**src/rtl/fetch_decode_if.sv**
```systemverilog
// Bundle of the instruction-ROM port, redirect request and decoded-instruction
// handshake between the fetch/decode stage and its surroundings.
interface fetch_decode_if;
  logic [7:0] rom_address;
  logic [7:0] rom_data1;
  logic [7:0] rom_data2;
  logic       jump_valid;
  logic [7:0] jump_target;
  logic       dec_valid;
  logic       dec_ready;
  logic [1:0] dec_op;
  logic [3:0] dec_rd;
  logic [3:0] dec_ra;
  logic [3:0] dec_rb;
  logic [7:0] dec_imm;
  logic [7:0] dec_pc;
  logic       halted;

  modport master (
    output rom_address, dec_valid, dec_op, dec_rd, dec_ra, dec_rb,
           dec_imm, dec_pc, halted,
    input  rom_data1, rom_data2, jump_valid, jump_target, dec_ready
  );

  modport slave (
    input  rom_address, dec_valid, dec_op, dec_rd, dec_ra, dec_rb,
           dec_imm, dec_pc, halted,
    output rom_data1, rom_data2, jump_valid, jump_target, dec_ready
  );
endinterface

```
**src/rtl/fetch_decode.sv**
```systemverilog
// Two-byte instruction fetch from a combinational ROM with a registered decode
// stage, valid/ready output handshake, redirect and sticky halt on illegal opcodes.
module fetch_decode #(
  parameter logic [7:0] RESET_PC = 8'h00
) (
  input  logic                 clk,
  input  logic                 reset,
  fetch_decode_if.master       bus
);

  typedef enum logic [1:0] {
    ST_RESET = 2'd0,
    ST_RUN   = 2'd1,
    ST_HALT  = 2'd2
  } state_t;

  localparam logic [3:0] OPC_NOP   = 4'b0000;
  localparam logic [3:0] OPC_LOAD  = 4'b0001;
  localparam logic [3:0] OPC_ADD   = 4'b1000;
  localparam logic [3:0] OPC_STORE = 4'b0011;

  state_t     state_q, state_d;
  logic [7:0] pc_q, pc_d;
  logic       vld_q, vld_d;
  logic [1:0] op_q, op_d;
  logic [3:0] rd_q, rd_d;
  logic [3:0] ra_q, ra_d;
  logic [3:0] rb_q, rb_d;
  logic [7:0] imm_q, imm_d;
  logic [7:0] dpc_q, dpc_d;
  logic       halted_q, halted_d;

  logic       can_capture;
  logic       legal;
  logic [3:0] opc;

  assign opc         = bus.rom_data1[7:4];
  assign legal       = (opc == OPC_NOP) || (opc == OPC_LOAD) ||
                       (opc == OPC_ADD) || (opc == OPC_STORE);
  assign can_capture = !vld_q || bus.dec_ready;

  always_comb begin
    state_d  = state_q;
    pc_d     = pc_q;
    vld_d    = vld_q;
    op_d     = op_q;
    rd_d     = rd_q;
    ra_d     = ra_q;
    rb_d     = rb_q;
    imm_d    = imm_q;
    dpc_d    = dpc_q;
    halted_d = halted_q;

    case (state_q)
      // The first edge after release behaves exactly like RUN, so the
      // instruction at RESET_PC is captured immediately.
      ST_RESET, ST_RUN: begin
        state_d = ST_RUN;
        if (bus.jump_valid) begin
          pc_d  = {bus.jump_target[7:1], 1'b0};
          vld_d = 1'b0;
        end else if (can_capture) begin
          if (legal) begin
            vld_d = 1'b1;
            dpc_d = pc_q;
            pc_d  = pc_q + 8'd2;
            op_d  = 2'd0;
            rd_d  = 4'd0;
            ra_d  = 4'd0;
            rb_d  = 4'd0;
            imm_d = 8'd0;
            case (opc)
              OPC_LOAD: begin
                op_d  = 2'd1;
                rd_d  = bus.rom_data1[3:0];
                imm_d = bus.rom_data2;
              end
              OPC_ADD: begin
                op_d = 2'd2;
                ra_d = bus.rom_data1[3:0];
                rb_d = bus.rom_data2[7:4];
                rd_d = bus.rom_data2[3:0];
              end
              OPC_STORE: begin
                op_d  = 2'd3;
                ra_d  = bus.rom_data1[3:0];
                imm_d = bus.rom_data2;
              end
              default: ;
            endcase
          end else begin
            // Any pending instruction is accepted on this edge; the illegal
            // one is never issued and the PC stays pointing at it.
            vld_d    = 1'b0;
            halted_d = 1'b1;
            state_d  = ST_HALT;
          end
        end
      end
      ST_HALT: state_d = ST_HALT;
      default: state_d = ST_RUN;
    endcase
  end

  always_ff @(posedge clk or negedge reset) begin
    if (!reset) begin
      state_q  <= ST_RESET;
      pc_q     <= RESET_PC;
      vld_q    <= 1'b0;
      op_q     <= 2'd0;
      rd_q     <= 4'd0;
      ra_q     <= 4'd0;
      rb_q     <= 4'd0;
      imm_q    <= 8'd0;
      dpc_q    <= 8'd0;
      halted_q <= 1'b0;
    end else begin
      state_q  <= state_d;
      pc_q     <= pc_d;
      vld_q    <= vld_d;
      op_q     <= op_d;
      rd_q     <= rd_d;
      ra_q     <= ra_d;
      rb_q     <= rb_d;
      imm_q    <= imm_d;
      dpc_q    <= dpc_d;
      halted_q <= halted_d;
    end
  end

  assign bus.rom_address = pc_q;
  assign bus.dec_valid   = vld_q;
  assign bus.dec_op      = op_q;
  assign bus.dec_rd      = rd_q;
  assign bus.dec_ra      = ra_q;
  assign bus.dec_rb      = rb_q;
  assign bus.dec_imm     = imm_q;
  assign bus.dec_pc      = dpc_q;
  assign bus.halted      = halted_q;

endmodule

```
**src/flat_wrapper.sv**
```systemverilog
// flat-port wrapper written by rule: the top's interface ports become plain ports
module fetch_decode_flat 
#(
  parameter logic [7:0] RESET_PC = 8'h00
)
  (clk, reset, bus_rom_address, bus_dec_valid, bus_dec_op, bus_dec_rd, bus_dec_ra, bus_dec_rb, bus_dec_imm, bus_dec_pc, bus_halted, bus_rom_data1, bus_rom_data2, bus_jump_valid, bus_jump_target, bus_dec_ready);
  fetch_decode_if bus_i ();
  input  logic clk;
  input  logic reset;
  output wire logic [$bits(bus_i.rom_address)-1:0] bus_rom_address;
  output wire logic [$bits(bus_i.dec_valid)-1:0] bus_dec_valid;
  output wire logic [$bits(bus_i.dec_op)-1:0] bus_dec_op;
  output wire logic [$bits(bus_i.dec_rd)-1:0] bus_dec_rd;
  output wire logic [$bits(bus_i.dec_ra)-1:0] bus_dec_ra;
  output wire logic [$bits(bus_i.dec_rb)-1:0] bus_dec_rb;
  output wire logic [$bits(bus_i.dec_imm)-1:0] bus_dec_imm;
  output wire logic [$bits(bus_i.dec_pc)-1:0] bus_dec_pc;
  output wire logic [$bits(bus_i.halted)-1:0] bus_halted;
  input wire logic [$bits(bus_i.rom_data1)-1:0] bus_rom_data1;
  input wire logic [$bits(bus_i.rom_data2)-1:0] bus_rom_data2;
  input wire logic [$bits(bus_i.jump_valid)-1:0] bus_jump_valid;
  input wire logic [$bits(bus_i.jump_target)-1:0] bus_jump_target;
  input wire logic [$bits(bus_i.dec_ready)-1:0] bus_dec_ready;
  assign bus_rom_address = bus_i.rom_address;
  assign bus_dec_valid = bus_i.dec_valid;
  assign bus_dec_op = bus_i.dec_op;
  assign bus_dec_rd = bus_i.dec_rd;
  assign bus_dec_ra = bus_i.dec_ra;
  assign bus_dec_rb = bus_i.dec_rb;
  assign bus_dec_imm = bus_i.dec_imm;
  assign bus_dec_pc = bus_i.dec_pc;
  assign bus_halted = bus_i.halted;
  assign bus_i.rom_data1 = bus_rom_data1;
  assign bus_i.rom_data2 = bus_rom_data2;
  assign bus_i.jump_valid = bus_jump_valid;
  assign bus_i.jump_target = bus_jump_target;
  assign bus_i.dec_ready = bus_dec_ready;
  fetch_decode #(.RESET_PC(RESET_PC)) u_core (.clk(clk), .reset(reset), .bus(bus_i));
endmodule
```
**config.mk**
```make
export PLATFORM = sky130hd
export DESIGN_NAME = fetch_decode_flat
export DESIGN_NICKNAME = d
export VERILOG_FILES = /design/src/rtl/fetch_decode_if.sv /design/src/rtl/fetch_decode.sv /design/src/flat_wrapper.sv
export SDC_FILE = /design/constraint.sdc
export NUM_CORES = 1
export LEC_CHECK = 0
export ABC_AREA = 1
export BUFFER_PORTS_ARGS = -buffer_cell sky130_fd_sc_hd__buf_2
export CORE_MARGIN = 5
export CORE_UTILIZATION = 25
export DETAILED_ROUTE_END_ITERATION = 7
export PLACE_DENSITY_LB_ADDON = 0.25
export SETUP_SLACK_MARGIN = 0.02
export SLEW_MARGIN = 20
export SYNTH_ARGS = -nofsm -noshare
export SYNTH_HDL_FRONTEND = slang
export SYNTH_SLANG_ARGS = --single-unit
```
**constraint.sdc**
```tcl
create_clock -name clk -period 1.6 [get_ports clk]
set_input_delay 0.08 -clock clk [delete_from_list [all_inputs] [get_ports clk]]
set_output_delay 0.08 -clock clk [all_outputs]
set_load 0.05 [all_outputs]
```
* After elaboration in Yosys (flattened, before gate mapping)
Cells that the tools add are included.
** Cells by class
- Reductions and logical operators :: 16
- $add $sub $neg :: 1
- Muxes and demuxes :: 15
- Eq/ne operators :: 5
- Bitwise gates (word level) :: 2
** Operator list (count)
- $mux W8 :: 4
- $add A8 B2 Y8 const B :: 1
- $mux W4 :: 2
- $pmux W4 S2 :: 1
- $reduce_and A4 Y1 :: 2
- $mux W2 :: 3
- $pmux W2 S3 :: 1
- $reduce_or A2 Y1 :: 3
- $eq A4 B1 Y1 const B :: 1
- $eq A4 B2 Y1 const B :: 1
- $eq A4 B4 Y1 const B :: 1
- $logic_not A4 Y1 :: 1
- $logic_or A1 B1 Y1 :: 4
- $pmux W2 S2 :: 1
- $reduce_bool A2 Y1 :: 2
- $mux W1 :: 3
- $reduce_and A3 Y1 :: 1
- $eq A2 B1 Y1 const B :: 1
- $eq A2 B2 Y1 const B :: 1
- $logic_not A2 Y1 :: 1
- $not A1 Y1 :: 2
- $reduce_and A2 Y1 :: 1
- $logic_not A1 Y1 :: 1
** Word-level totals
- Output and inout port bits :: 40
- Bits in registers :: 42

* Longest topological paths before layout
Gate-level depths: netlist (run 1).
- Depth after elaboration :: 8
- Depth in mapped cells :: 8

* Worst setup path before layout (run 1)
Ideal clock, no wire load.
- Path kind :: register to register
- Start :: reg u_core.pc_q[2] (netlist: u_core.bus.rom_address[2])
- End :: reg u_core.pc_q[7] (netlist: u_core.bus.rom_address[7])
- Slack :: 0.053 ns
- Clock period less this slack :: 1.547 ns
- Path buffers :: 0
- Required time :: 1.482 ns
- Data arrival time :: 1.429 ns
- Stages on the path, launching flop included :: 9
- Setup time :: 0.118 ns
- Cell sequence :: dfrtp_1 ha_1 nand2_1 nor2_1 nand3_1 nand3_1 nand2_1 nand2_1 nand2_1
** On the way
- Word-level cells in the longest chain between the ends :: 4
** Ends and longest elaborated chain
- start, declared :: line fetch_decode.sv:23 : logic [7:0] pc_q, pc_d;
- start signal, assigned :: line fetch_decode.sv:119 : pc_q <= pc_d;
- $add A8 B2 Y8 :: line fetch_decode.sv:66 : pc_d = pc_q + 8'd2;
- $mux W8 :: line fetch_decode.sv:63 : if (legal) begin
- $mux W8 :: line fetch_decode.sv:62 : end else if (can_capture) begin
- $mux W8 :: line fetch_decode.sv:59 : if (bus.jump_valid) begin
Every way passes these cells. The select of a mux whose other input is x is not followed.
A chain may end at the register's enable or synchronous reset.

* Final worst setup path (run 1)
- Start :: reg u_core.vld_q (netlist: u_core.bus.dec_valid)
- End :: reg u_core.imm_q[6] (netlist: u_core.bus.dec_imm[6])
** On the way
- Word-level cells in the longest chain between the ends :: 3
** Ends and longest elaborated chain
- start, declared :: line fetch_decode.sv:24 : logic vld_q, vld_d;
- start signal, assigned :: line fetch_decode.sv:120 : vld_q <= vld_d;
- $logic_not A1 Y1 :: line fetch_decode.sv:40 : assign can_capture = !vld_q || bus.dec_ready;
- $logic_or A1 B1 Y1 :: line fetch_decode.sv:40
- $reduce_and A4 Y1 (no source line)
- end signal, assigned :: line fetch_decode.sv:125 : imm_q <= imm_d;
- end, declared :: line fetch_decode.sv:29 : logic [7:0] imm_q, imm_d;
Every way passes these cells.

==> results of run 1 <==
-- power breakdown --
group | switching (mW) | leakage (nW) | internal [mW] | total, mW
sequential | 0 | 0.549 | 1.01 | 1.01
combinational | 0.0849 | 0.890 | 0.0521 | 0.137
clock | 0.352 | 0.0445 | 0.351 | 0.703
-- metal layers --
layer | vias to the layer above | wire length (um)
met3 | 5 | 250
met2 | 36 | 2380
li1 | 875 | -
met5 | - | 0
met4 | 0 | 56
met1 | 776 | 2300
-- layout by cell type (no fill, tap or decap), types with 2 or more instances in the layout --
master / count
nand2_1: 108
buf_2: 64
dfrtp_1: 40
inv_1: 20
nand3_1: 12
o21ai_2: 11
nand2_2: 10
o21ai_0: 9
clkbuf_8: 6
dlygate4sd3_1: 5
nor2_1: 4
o21ai_1: 4
inv_2: 3
nor2_2: 2
conb_1: 2
-- cells by family (layout without fill, tap and decap cells) --
kind of cell / count (synthesis) / after routing / share of synthesized area [%]
xor gates and xnor gates: 1 / 1 / 0.441
adders and majority gates: 1 / 1 / 0.629
AOI/OAI and AO/OA: 24 / 24 / 8.12
buffers and inverters: 31 / 102 / 7.99
other: 1 / 2 / 0.189
and+or+nand+nor: 142 / 142 / 32.3
DFF: 40 / 40 / 50.3
-- repair_timing --
action / CTS / global route
resized for setup: 0 / 0
hold endpoints to repair: 44 / 0
hold buffers: 5 / 0
-- through the flow --
step / area [um2] / utilization, % / hold slack (ns) / instances / setup slack [ns]
floorplan: 1990 / - / -0.216 / 241 / 0.0534
global placement: 2390 / 31.0 / 0.0733 / 401 / 0.249
detailed placement: 2390 / 31.0 / 0.0754 / 401 / 0.226
CTS: 2540 / 32.9 / 0.00185 / 414 / 0.201
global route: 2540 / 32.9 / 0.0197 / 414 / 0.0745
finish: 2540 / 32.9 / 0.00570 / 414 / 0.223
-- worst max path at each step --
stage / startpoint / endpoint / slack [ns] / depth (start not counted)
CTS: u_core.bus.dec_valid / u_core.bus.dec_imm[6] / 0.20 / 6
global route: u_core.bus.rom_address[1] / u_core.bus.rom_address[7] / 0.07 / 8
global placement: u_core.bus.dec_valid / u_core.bus.dec_imm[7] / 0.25 / 6
finish: u_core.bus.dec_valid / u_core.bus.dec_imm[6] / 0.22 / 6
floorplan: u_core.bus.rom_address[2] / u_core.bus.rom_address[7] / 0.05 / 8
detailed placement: u_core.bus.dec_valid / u_core.bus.dec_imm[6] / 0.23 / 6
-- flip-flops by register name (all words and copies together) (netlist names) --
name,cells
u_core.bus.dec_valid,1
u_core.bus.halted,1
u_core.state_q,2
u_core.bus.dec_rb,4
u_core.bus.dec_ra,4
u_core.bus.dec_pc,7
u_core.bus.dec_op,2
u_core.bus.dec_imm,8
u_core.bus.dec_rd,4
u_core.bus.rom_address,7
-- worst max-delay path, stage by stage (launching register included) --
cell     delay, ns
dfrtp_1       0.40
nand2_1       0.09
and3_4        0.22
nand2_8       0.20
nor2_8        0.23
nand2_1       0.07
nand2_1       0.06
-- layout make-up --
cell class	instances	area (um2)
inverters	23	86.3
fillers	857	5190
clock buffers	7	86.3
well taps	102	128
clock inverters	1	7.51
flip-flops and latches	40	1000
repair buffers	71	398
multi-input cells	170	832
==> impl_metrics.py, run 1 <==
metrics = {
    "run_status": {
        "outcome": "finished clean",
    },
    "clock_tree": {
        "cts_tree": "done",
        "clock_latency_ns": 0.29,
        "cts.clk_slew.worst_paths_ns": 0.08,
        "cts_root_buf": "clkbuf_8",
        "cts_made_buffers": 5,
        "cts_sinks": 40,
        "post_cts_buffers": 0,
        "htree_num_levels": 2,
        "clockBufferDepth": 2,
    },
    "sta": {
        "hold_violations": 0,
        "fin_skew_ns": 0.00735,
        "clock.fmax_mhz": 726,
        "rsz0062_at_grt": "no",
        "finalSetupViolCount": 0,
        "finalCritPeriodShare_pct": 86.1,
        "final_max_slew_viol_count": 0,
        "finalSetupTns_ns": 0,
        "period_needed_ns": 1.38,
    },
    "routing": {
        "drt_iter0_markers": 60,
        "wirelength_um": 4980,
        "wire_per_inst_um": 12.0,
        "vias": 1692,
        "drc": 0,
        "firstDrtPassIters": 6,
        "via_per_inst": 4.09,
        "drtAntennaViolNets": 0,
    },
    "critical_path": {
        "reg2reg_from": "u_core.bus.dec_valid",
        "crit_required_ns": 1.83,
        "r2r_setup_slack_ns": 0.22,
        "cp-end-kind": "register",
        "startpoint_type": "register",
        "crit_type": "register to register",
        "cp_max_fo": 42,
        "ff2ff_path_depth": 6,
        "reg2reg_to": "u_core.bus.dec_imm[6]",
        "arrival_ns": 1.61,
    },
    "pwr": {
        "leakage_nw": 1.48,
        "power_mw": 1.85,
        "vdd_ir_drop_max_mv": 0.275,
        "powerDensity_nw_per_um2": 729,
    },
    "floorplan": {
        "initial_utilization_pct": 25.7,
        "fp.dieH_um": 99.2,
        "dieArea_um2": 9840,
        "ios": 68,
        "num_rows": 32,
        "dieWidth_um": 99.2,
        "core_um2": 7730,
    },
    "finish": {
        "drive_above_1_share_pct": 33.3,
        "final_net_count": 340,
        "area_growth_pct": 27.7,
        "antenna_cells": 0,
    },
    "worst_hold_path": {
        "worstHoldStart": "bus_rom_data2[7]",
        "hold_path.class": "input pin to register",
        "holdPathEnd": "u_core.bus.dec_imm[7]",
        "min_path_cells": 3,
    },
    "grt": {
        "use_met2_pct": 17.5,
        "gr-usage-met3_pct": 2.66,
        "grt_util_met1_pct": 13.3,
        "grt_pass1_vias": 1742,
        "top_usage_layer": "met2",
        "grt_pass1_wl_um": 8380,
        "antenna_found_initial": 0,
        "grtUsageTotal_pct": 10.4,
        "grt_max_degree": 43,
        "grt-ovfl-total": 0,
    },
    "synthesis": {
        "ys_seq_area_share_pct": 50.3,
        "avgSynthCellArea_um2": 8.28,
        "ys_ff_latch": 40,
        "ys_dominant_reg_cell": "dfrtp_1",
        "synth_edf_count": 0,
        "synth_cell_type_count": 25,
        "yosys.area.top_type": "dfrtp_1",
        "yosys_warnings": 0,
        "synthArstFlopShare_pct": 100,
        "syn_area_um2": 1990,
        "yosysMostFrequentCell": "nand2_1",
        "synth_common_cells": "nand2_1, dfrtp_1, inv_1",
        "synth_top_area_share_pct": 50.3,
        "synth_area_leaders": "dfrtp_1, nand2_1, o21ai_2",
        "syn_inst": 240,
    },
    "place": {
        "dpl.hpwl_um": 3700,
        "gp_congestion": 0.736,
        "io_buffers": 64,
    },
    "job": {
        "drv_cap": 0,
    },
}
Note: power is estimated with default switching activity, not from simulation.
==> inputs of run 2 (changes only) <==
- CORE_ASPECT_RATIO: default -> 1.25
==> run 2 against run 1 <==
Highest routed layer unchanged. Sequential share of layout area down 0.35 points. Maximum frequency up 1.3%. Clock skew up 0.0044 ns. Combinational power about the same. Routed wire length up 1.6%. Flip-flop and latch count unchanged. Global-route usage up 0.41 points. Sequential power about the same. Non-clock buffer count up 2. Total power up 7.1%.
==> impl_metrics.py, run 2 (synthesis results as in run 1) <==
metrics = {
    "critical_path": {
        "cp_slowest_cell": "dfrtp_1",
        "startpoint_type": "register",
        "critPathMostFrequentCell": "nand2_1",
        "cp_cell_sequence": "nand2_1 > and3_4 > nand2_8 > nor2_8 > nand2_1 > nand2_1",
        "crit_type": "register to register",
        "cp_slowest_stage_delay_ns": 0.39,
        "crit_required_ns": 1.83,
        "cp-end-kind": "register",
        "arrival_ns": 1.59,
        "cp_max_fo": 42,
    },
    "place": {
        "io_buffers": 64,
        "gp_congestion": 0.804,
        "post-place-ws_ns": 0.232,
        "dpl.hpwl_um": 3820,
    },
    "grt": {
        "grt_pass1_wl_um": 8580,
        "grt_max_degree": 43,
        "grt-ovfl-total": 0,
        "grtUsageTotal_pct": 10.8,
        "grt_pass1_vias": 1764,
        "antenna_found_initial": 0,
    },
    "pwr": {
        "powerDensity_nw_per_um2": 773,
        "p_sw_share_pct": 22.9,
        "pwr-share-clk_pct": 41.9,
        "seqPwrFrac_pct": 51.0,
        "comb_power_share_pct": 7.1,
        "leakage_nw": 1.50,
        "p_switching_mw": 0.453,
        "vdd_ir_drop_max_mv": 0.344,
        "power_mw": 1.98,
        "p_int_mw": 1.53,
    },
    "floorplan": {
        "initial_utilization_pct": 25.5,
        "dieWidth_um": 89.8,
        "core_um2": 7790,
        "dieArea_um2": 9850,
        "fp.dieH_um": 110,
        "num_rows": 36,
        "ios": 68,
    },
    "finish": {
        "layout_commonest_cell": "nand2_1",
        "multiInputGateArea_um2": 832,
        "final_net_count": 342,
        "antenna_cells": 0,
        "regArea_um2": 1000,
        "drive_above_1_share_pct": 33.4,
        "layout_common_cells": "nand2_1, buf_2, dfrtp_1",
        "largest_register_ffs": 8,
        "nFillCells": 874,
        "area_growth_pct": 28.8,
    },
    "routing": {
        "drtAntennaViolNets": 0,
        "via_per_inst": 4.14,
        "firstDrtPassIters": 4,
        "wire_per_inst_um": 12.4,
        "vias": 1694,
        "drt_iter0_markers": 41,
        "drc": 0,
        "wirelength_um": 5060,
    },
    "clock_tree": {
        "cts.clk_slew.worst_paths_ns": 0.08,
        "cts_tree": "done",
        "cts_made_buffers": 5,
        "post_cts_buffers": 0,
        "cts_root_buf": "clkbuf_8",
        "htree_num_levels": 2,
        "clock_latency_ns": 0.29,
        "cts_sinks": 40,
        "clockBufferDepth": 2,
    },
    "sta": {
        "final_max_slew_viol_count": 0,
        "finalSetupViolCount": 0,
        "finalCritPeriodShare_pct": 85.0,
        "finalSetupTns_ns": 0,
        "rsz0062_at_grt": "no",
        "fin_ws_ns": 0.241,
        "fin_skew_ns": 0.0118,
        "hold_ws_ns": 0.0146,
        "period_needed_ns": 1.36,
        "clock.fmax_mhz": 736,
        "hold_violations": 0,
    },
    "job": {
        "drv_cap": 0,
    },
    "run_status": {
        "outcome": "finished clean",
    },
    "worst_hold_path": {
        "hold_path.class": "input pin to register",
    },
}
## run 2: cell types whose count changed in the layout (fill, tap and decap cells not counted), sizes merged
cell	delta
buf	+1
bufinv	+1
clkbuf	-1
clkinv	+1
clkinvlp	-1
dlygate4sd3	+1
## run 2: final cells by class
cell class / instances / area share [%]
Clock inverter: 2 / 1.37
Timing Repair Buffer: 73 / 16.2
Tap cell: 95 / 4.64
Clock buffer: 6 / 2.83
Inverter: 23 / 3.37
Multi-Input combinational cell: 170 / 32.5
Sequential cell: 40 / 39.1
## run 2: metrics by stage
stage / std cells / area [um2] / util (%)
after floorplan: 241 / 1990 / -
after global placement: 395 / 2390 / 30.7
after detailed placement: 395 / 2390 / 30.7
after CTS: 409 / 2560 / 32.9
after global routing: 409 / 2560 / 32.9
final: 409 / 2560 / 32.9
## run 2: repair_timing
| action | 4_1_cts | 5_1_grt |
|---|---|---|
| hold buffers | 6 | 0 |
| hold endpoints to repair | 21 | 0 |
| gates resized for setup | 0 | 0 |
## run 2: power groups by stage
| stage | clock network (mW) | logic, mW | registers, mW |
|---|---|---|---|
| after global routing | 0.899 | 0.159 | 1.01 |
| after floorplan | 0 | 0.0574 | 1.03 |
| after detailed placement | 0 | 0.133 | 1.03 |
| final | 0.831 | 0.140 | 1.01 |
| after global placement | 0 | 0.132 | 1.03 |
| after CTS | 0.865 | 0.145 | 1.01 |
## run 2: critical path, delay by kind of cell (launching register included)
kind,cells,cell delay [ns]
flip-flops,1,0.39
AND/OR/NAND/NOR,6,0.91
## run 2: routing by layer
| layer | up-vias | global-route usage (%) | routed length (um) |
|---|---|---|---|
| li1 | 878 | - | - |
| met1 | 769 | 13.0 | 2260 |
| met2 | 42 | 19.0 | 2490 |
| met3 | 5 | 2.74 | 236 |
| met4 | 0 | 3.56 | 70 |
| met5 | - | 0 | 0 |
## run 2: worst paths after layout
path | end | from | slack, ns | depth (start not counted)
max | u_core.bus.dec_imm[5] | u_core.bus.dec_valid | 0.24 | 6
max in group asynchronous | u_core.bus.dec_rb[2] | reset | 0.88 | 3
min reg2reg | u_core.bus.dec_op[1] | u_core.bus.dec_op[1] | 0.47 | 2
min | u_core.bus.dec_imm[3] | bus_rom_data2[3] | 0.01 | 3
max reg2reg | u_core.bus.dec_imm[5] | u_core.bus.dec_valid | 0.24 | 6
min in group asynchronous | u_core.bus.dec_rd[0] | reset | 0.25 | 2
